<file path="src/rtl/uart_boot_loader.sv">
`default_nettype none
// ============================================================================
// Module   : uart_boot_loader
// Purpose  : Serial program-load receiver. Deserializes 8N1 bytes (MSB first),
//            packs every four bytes into a 32-bit word (first byte in [31:24])
//            and writes the words to consecutive addresses through a
//            pipelined Wishbone write master with one outstanding write.
// Revision : 1.0 - initial release
// ============================================================================
module uart_boot_loader #(
    parameter int          CLKS_PER_BIT = 1,
    parameter logic [31:0] BASE_ADDR    = 32'h0,
    parameter int          WORDS        = 1024
) (
    input  logic        sys_clk,
    input  logic        sys_rst_n,
    input  logic        uart_rx,
    output logic        wb_cyc,
    output logic        wb_stb,
    output logic        wb_we,
    output logic [3:0]  wb_sel,
    output logic [31:0] wb_addr,
    output logic [31:0] wb_data_o,
    input  logic        wb_ack,
    input  logic        wb_stall,
    output logic [7:0]  rx_byte,
    output logic        rx_byte_vld,
    output logic        frame_err,
    output logic        overrun_err,
    output logic        load_done
);

    localparam logic [2:0]  c_IDLE      = 3'd0;
    localparam logic [2:0]  c_START     = 3'd1;
    localparam logic [2:0]  c_DATA      = 3'd2;
    localparam logic [2:0]  c_STOP      = 3'd3;
    localparam logic [2:0]  c_WAIT_HI   = 3'd4;
    localparam logic [15:0] c_HALF      = 16'(CLKS_PER_BIT / 2);
    localparam logic [15:0] c_LAST      = 16'(CLKS_PER_BIT - 1);
    localparam logic [31:0] c_LAST_WORD = 32'(WORDS - 1);

    logic        r_sync1;
    logic        r_sync2;
    logic        w_rx;
    logic [2:0]  r_state;
    logic [15:0] r_cnt;
    logic [2:0]  r_bit_idx;
    logic [7:0]  r_shreg;
    logic        r_done;
    logic        r_bad;
    logic [7:0]  r_done_byte;
    logic [1:0]  r_byte_cnt;
    logic [23:0] r_word;
    logic [31:0] r_word_cnt;

    assign w_rx = r_sync2;

    // Two-flop synchronizer; resets to the idle (high) line level.
    always_ff @(posedge sys_clk) begin
        if (!sys_rst_n) begin
            r_sync1 <= 1'b1;
            r_sync2 <= 1'b1;
        end else begin
            r_sync1 <= uart_rx;
            r_sync2 <= r_sync1;
        end
    end

    // Receive FSM. With a half-bit of zero the detecting sample doubles as
    // the start-bit check, so one bit is consumed per cycle at CLKS_PER_BIT=1.
    always_ff @(posedge sys_clk) begin
        if (!sys_rst_n) begin
            r_state     <= c_IDLE;
            r_cnt       <= 16'd0;
            r_bit_idx   <= 3'd0;
            r_shreg     <= 8'd0;
            r_done      <= 1'b0;
            r_bad       <= 1'b0;
            r_done_byte <= 8'd0;
            frame_err   <= 1'b0;
        end else begin
            r_done <= 1'b0;
            r_bad  <= 1'b0;
            case (r_state)
                c_IDLE: begin
                    if (!w_rx) begin
                        r_bit_idx <= 3'd0;
                        if (c_HALF == 16'd0) begin
                            r_state <= c_DATA;
                            r_cnt   <= 16'd0;
                        end else begin
                            r_state <= c_START;
                            r_cnt   <= 16'd1;
                        end
                    end
                end
                c_START: begin
                    if (r_cnt == c_HALF) begin
                        r_cnt   <= 16'd0;
                        r_state <= w_rx ? c_IDLE : c_DATA;
                    end else begin
                        r_cnt <= r_cnt + 16'd1;
                    end
                end
                c_DATA: begin
                    if (r_cnt == c_LAST) begin
                        r_cnt     <= 16'd0;
                        r_shreg   <= {r_shreg[6:0], w_rx};
                        r_bit_idx <= r_bit_idx + 3'd1;
                        if (r_bit_idx == 3'd7) begin
                            r_state <= c_STOP;
                        end
                    end else begin
                        r_cnt <= r_cnt + 16'd1;
                    end
                end
                c_STOP: begin
                    if (r_cnt == c_LAST) begin
                        r_cnt <= 16'd0;
                        if (w_rx) begin
                            r_done      <= 1'b1;
                            r_done_byte <= r_shreg;
                            r_state     <= c_IDLE;
                        end else begin
                            r_bad     <= 1'b1;
                            frame_err <= 1'b1;
                            r_state   <= c_WAIT_HI;
                        end
                    end else begin
                        r_cnt <= r_cnt + 16'd1;
                    end
                end
                c_WAIT_HI: begin
                    if (w_rx) begin
                        r_state <= c_IDLE;
                    end
                end
                default: r_state <= c_IDLE;
            endcase
        end
    end

    // Byte publication, word assembly and the single-outstanding Wishbone
    // write. A completed word only starts a write when no cycle is open, so
    // the start and ack branches below never act in the same clock.
    always_ff @(posedge sys_clk) begin
        if (!sys_rst_n) begin
            rx_byte     <= 8'd0;
            rx_byte_vld <= 1'b0;
            r_byte_cnt  <= 2'd0;
            r_word      <= 24'd0;
            r_word_cnt  <= 32'd0;
            wb_cyc      <= 1'b0;
            wb_stb      <= 1'b0;
            wb_we       <= 1'b0;
            wb_sel      <= 4'h0;
            wb_addr     <= BASE_ADDR;
            wb_data_o   <= 32'd0;
            overrun_err <= 1'b0;
            load_done   <= 1'b0;
        end else begin
            rx_byte_vld <= r_done;
            if (r_done) begin
                rx_byte <= r_done_byte;
            end

            if (r_bad) begin
                r_byte_cnt <= 2'd0;
            end else if (r_done && !load_done) begin
                r_word     <= {r_word[15:0], r_done_byte};
                r_byte_cnt <= r_byte_cnt + 2'd1;
                if (r_byte_cnt == 2'd3) begin
                    if (!wb_cyc) begin
                        wb_data_o <= {r_word, r_done_byte};
                        wb_cyc    <= 1'b1;
                        wb_stb    <= 1'b1;
                        wb_we     <= 1'b1;
                        wb_sel    <= 4'hF;
                    end else begin
                        overrun_err <= 1'b1;
                    end
                end
            end

            if (wb_cyc) begin
                if (wb_stb && !wb_stall) begin
                    wb_stb <= 1'b0;
                end
                if (wb_ack) begin
                    wb_cyc     <= 1'b0;
                    wb_stb     <= 1'b0;
                    wb_we      <= 1'b0;
                    wb_sel     <= 4'h0;
                    wb_addr    <= wb_addr + 32'd4;
                    r_word_cnt <= r_word_cnt + 32'd1;
                    if (r_word_cnt == c_LAST_WORD) begin
                        load_done <= 1'b1;
                    end
                end
            end
        end
    end

endmodule
`default_nettype wire

</file>
<file path="config.mk">
export PLATFORM = sky130hd
export DESIGN_NAME = uart_boot_loader
export DESIGN_NICKNAME = d
export VERILOG_FILES = /design/src/rtl/uart_boot_loader.sv
export SDC_FILE = /design/constraint.sdc
export NUM_CORES = 1
export LEC_CHECK = 0
export BUFFER_PORTS_ARGS = -buffer_cell sky130_fd_sc_hd__buf_4
export CAP_MARGIN = 15
export CORE_MARGIN = 5
export CORE_UTILIZATION = 40
export DETAILED_ROUTE_END_ITERATION = 12
export GPL_TIMING_DRIVEN = 0
export PLACE_DENSITY = 0.65
export SLEW_MARGIN = 20
export SYNTH_ARGS = -nofsm -noshare
export SYNTH_HDL_FRONTEND = slang
export SYNTH_SLANG_ARGS = --single-unit
</file>
<file path="constraint.sdc">
create_clock -name sys_clk -period 5.4 [get_ports sys_clk]
set_clock_uncertainty 0.1 [all_clocks]
set_input_delay 0.27 -clock sys_clk [delete_from_list [all_inputs] [get_ports sys_clk]]
set_output_delay 0.27 -clock sys_clk [all_outputs]
set_load 0.02 [all_outputs]
</file>
==> results.txt <==
* Outcome: finished clean
* Clock slew at the register clock pins of the worst setup and hold paths: 60 ps
- Reg-to-reg slack, setup: 3020 ps
* Startpoint class of the critical path: flip-flop
* Detailed placement HPWL: 11.9 mm
- Transition at the pin with the smallest max-transition slack: 809 ps
- For this run, the slowest stage of the critical path takes 560 ps.
* Syn_area_per_cell: 8.35 µm²
- Biggest area consumer among synthesized cells: dfxtp_1
* Register area share after synthesis: 49.5%
- In this run the tool buffered the top-level ports with 85 buffer cells.
- Count of final max-slew check failures: 0
- Synthesis inferred 181 register bits.
* Post-synthesis async set-or-reset flop share: 0%
- Chip Width: 145 µm
- Detailed routing inserted a total of 6147 vias.
* VDD IR max: 0.000226 V
* Family of cells with the greatest summed delay on the critical path: simple AND/OR/NAND/NOR gates
- The floorplan step defined a core boundary enclosing 0.0180 mm².
- Of the post-synthesis cell area, the dominant cell type holds 49.5%.
- Global routing finished with a remaining overflow of 0.
* Class of the worst hold path: in -> reg
* Main area contributors after synthesis: dfxtp_1 (49%), nand2_1 (9.1%), a21oi_1 (6.7%), nor2_1 (4.5%), xnor2_1 (3.5%)
* Utilization after layout: 48.7%
- Die Y-Extent: 145 µm
* Largest net degree at the start of global routing: 17
- By startpoint and endpoint, the worst setup path is classified as reg -> reg.
- For this run, the detailed router's first-pass iteration total came to 5.
- Clock tree synthesis found a total of 181 sinks.
* Total number of cells along the worst setup path: 7
* CTS tree: built
- Number of enable flip-flop cells after synthesis: 0
* Number of distinct library cells after synthesis: 50
* Max Root-Sink Buffers: 2
* First-pass GRT wire length: 28.2 mm
* Buffer cell driving the clock tree root: clkbuf_16
* Leak Pwr: 3.21 nW
* DRC: 0
- Tmin final: 2380 ps
* Starting density of the core: 40.6%
* Element type at the critical path end: flip-flop
- The die covers 0.0211 mm².
* Required time worst endpoint: 5650 ps
* Initial antenna violation count: 0
- The number of global-route vias before repair was 5886.
* Critical Path, Cell by Cell: buf_4 -> nor3b_2 -> nand2_1 -> nor2_2 -> buf_2 -> nand2_1 -> a21oi_1
- Most instantiated library cell after synthesis: dfxtp_1
- For the worst-skew pair, the clock arrives at the later sink with an insertion delay of 420 ps.
- Timing would allow up to 0.420 GHz.
* Endpoint of the most critical register-to-register path: wb_data_o[30]
- Measured against its own limit, the worst slew margin works out to 45.6%.
- After detailed routing, the number of vias per cell comes to 5.03.
* Cell types with the highest counts after synthesis: dfxtp_1 (181), nand2_1 (178), a21oi_1 (98)
- CP max stage cell: nor3b_2
* Cts repair resizes: 0
- RSZ-0062 raised after global routing: false
- After detailed routing, the total wire length is 16.4 mm.
- Fin. Hold Viols: 0
- In the final timing run, aggregate negative setup slack is 0 ps.
- TritonCTS created 17 clock buffers.
- Primary FF master, synth: dfxtp_1
* Data arrival time of the critical path: 2630 ps
- For the worst flop-to-flop path, the logic depth is 7.
- Of the available clock period, the critical path in the final layout requires 44.1%.
- For this run, the number of Yosys warnings is 0.
- Maximum fanout count along the critical path: 10
- Net total in the final layout: 995
* Remaining number of nets flagged by the antenna check after routing: 0
- 88 I/O pins were placed.
- Buffering stage count on the worst path with inverters included: 2
* Max capacitance violation total: 0
- The area growth from synthesis to layout is 19.9%.
- Setup violations remaining at the end of the flow were counted as 0.
* Final estimated routing congestion in global placement: 0.808
* Number of DRC markers after the initial detailed-route iteration: 343
- Overall Global Routing Usage: 15.6%
* Pwr Density: 284 mW/mm²
- The post-route netlist has 14.2% of its cells at a drive strength greater than 1.
- Number of antenna repair diodes: 0
- The H-tree generated during clock tree synthesis spans 4 levels.
* Wire per inst: 13.4 µm
- In this run the cell area of the synthesized design comes to 0.00732 mm².
- Launching instance or port of the critical path: r_done
- Synthesized instance count: 877
- Following the worst setup path forward leads to its endpoint at wb_data_o[30].
- After floorplanning, the core was divided into 49 placement rows.
- By instance count, the cell type seen most on the critical path is nand2_1.
* Reg2reg start: r_done
## what timing repair did
| item | 4_1_cts | 5_1_grt |
|---|---|---|
| buffers inserted | 0 | 0 |
| endpoints found under the hold margin | 1 | 0 |
| hold buffers | 1 | 0 |
## worst min path at each step
stage	startpoint	to	depth (start not counted)
after CTS	wb_stall	wb_stb	3
after floorplan	uart_rx	r_sync1	1
after global placement	r_sync1	r_sync2	1
final	wb_stall	wb_stb	3
after global routing	sys_rst_n	r_word_cnt[28]	3
after detailed placement	r_sync1	r_sync2	1
## layer usage
layer | share of wire [%] | up-vias | GRT usage (%)
li1 | - | 3183 | -
met1 | 50 | 2848 | 21.1
met2 | 45 | 105 | 25.0
met3 | 4.4 | 11 | 4.02
met4 | 0.82 | 0 | 3.64
met5 | 0 | - | 0
## kinds of logic (layout without fill, tap and decap cells)
logic type	count (synthesis)	in the layout	share of synthesized area (%)
other	1	2	0.0512
adder cells (fa/ha/maj)	7	7	1.20
flip-flops	181	181	49.5
XOR/XNOR	47	47	5.62
buffers and inverters	67	183	3.83
AND/OR/NAND/NOR	415	415	27.1
AO/OA/AOI/OAI	141	141	10.3
multiplexers	18	18	2.46
## through the flow
stage / hold WS, ps / power (W) / area (µm²) / worst slack [ps] / std cells
global route: 88.7 / 0.00259 / 8780 / 2760 / 1223
CTS: 49.5 / 0.00252 / 8780 / 3010 / 1223
finish: 64.6 / 0.00250 / 8780 / 3020 / 1223
floorplan: 271 / 0.00140 / 7330 / 3330 / 878
detailed placement: 297 / 0.00142 / 8250 / 3020 / 1192
global placement: 295 / 0.00142 / 8250 / 3040 / 1192
## cell usage in the layout (no fill, tap or decap), types with 7 or more instances in the layout
cell type and n:
inv_1 19, nand3_1 26, and4_1 12, dfxtp_1 181, clkbuf_1 37, nor2_1 88, nor4_1 13, nand2b_1 8
nand4_1 19, xnor2_1 29, or3_1 14, a21oi_1 98, nand2_1 178, xor2_1 18, buf_2 8, mux2i_1 18
ha_1 7, nor3_1 22, o21ai_0 24, buf_4 88, clkbuf_16 17
## cell type report
type | count | area [µm²]
well taps | 229 | 287
fillers | 1788 | 9240
flip-flops and latches | 181 | 3620
inverters | 20 | 75.1
multi-input cells | 630 | 3420
clock buffers | 22 | 464
repair buffers | 86 | 648
clock inverters | 8 | 53.8
plain buffers | 47 | 205
## sequential cells by signal, summed over array words and instances (netlist names), 2 cells and up
| register | flops |
|---|---|
| wb_sel | 4 |
| wb_addr | 30 |
| rx_byte | 8 |
| r_shreg | 8 |
| r_bit_idx | 3 |
| r_word_cnt | 32 |
| wb_data_o | 32 |
| r_cnt | 16 |
| r_byte_cnt | 2 |
| r_word | 24 |
| r_done_byte | 8 |
| r_state | 3 |
## power by group
part / switching, W / internal, W / leakage, nW
clock network: 0.000499 / 0.000607 / 0.256
registers: 0.00000189 / 0.00134 / 1.46
logic: 0.0000386 / 0.0000129 / 1.50
total: 0.000539 / 0.00196 / 3.21
## tightest hold or removal path: stages
cell and delay, ps:
buf_4 70, o21ai_0 60, a21oi_1 140
Power figures use the tool's default switching activity.
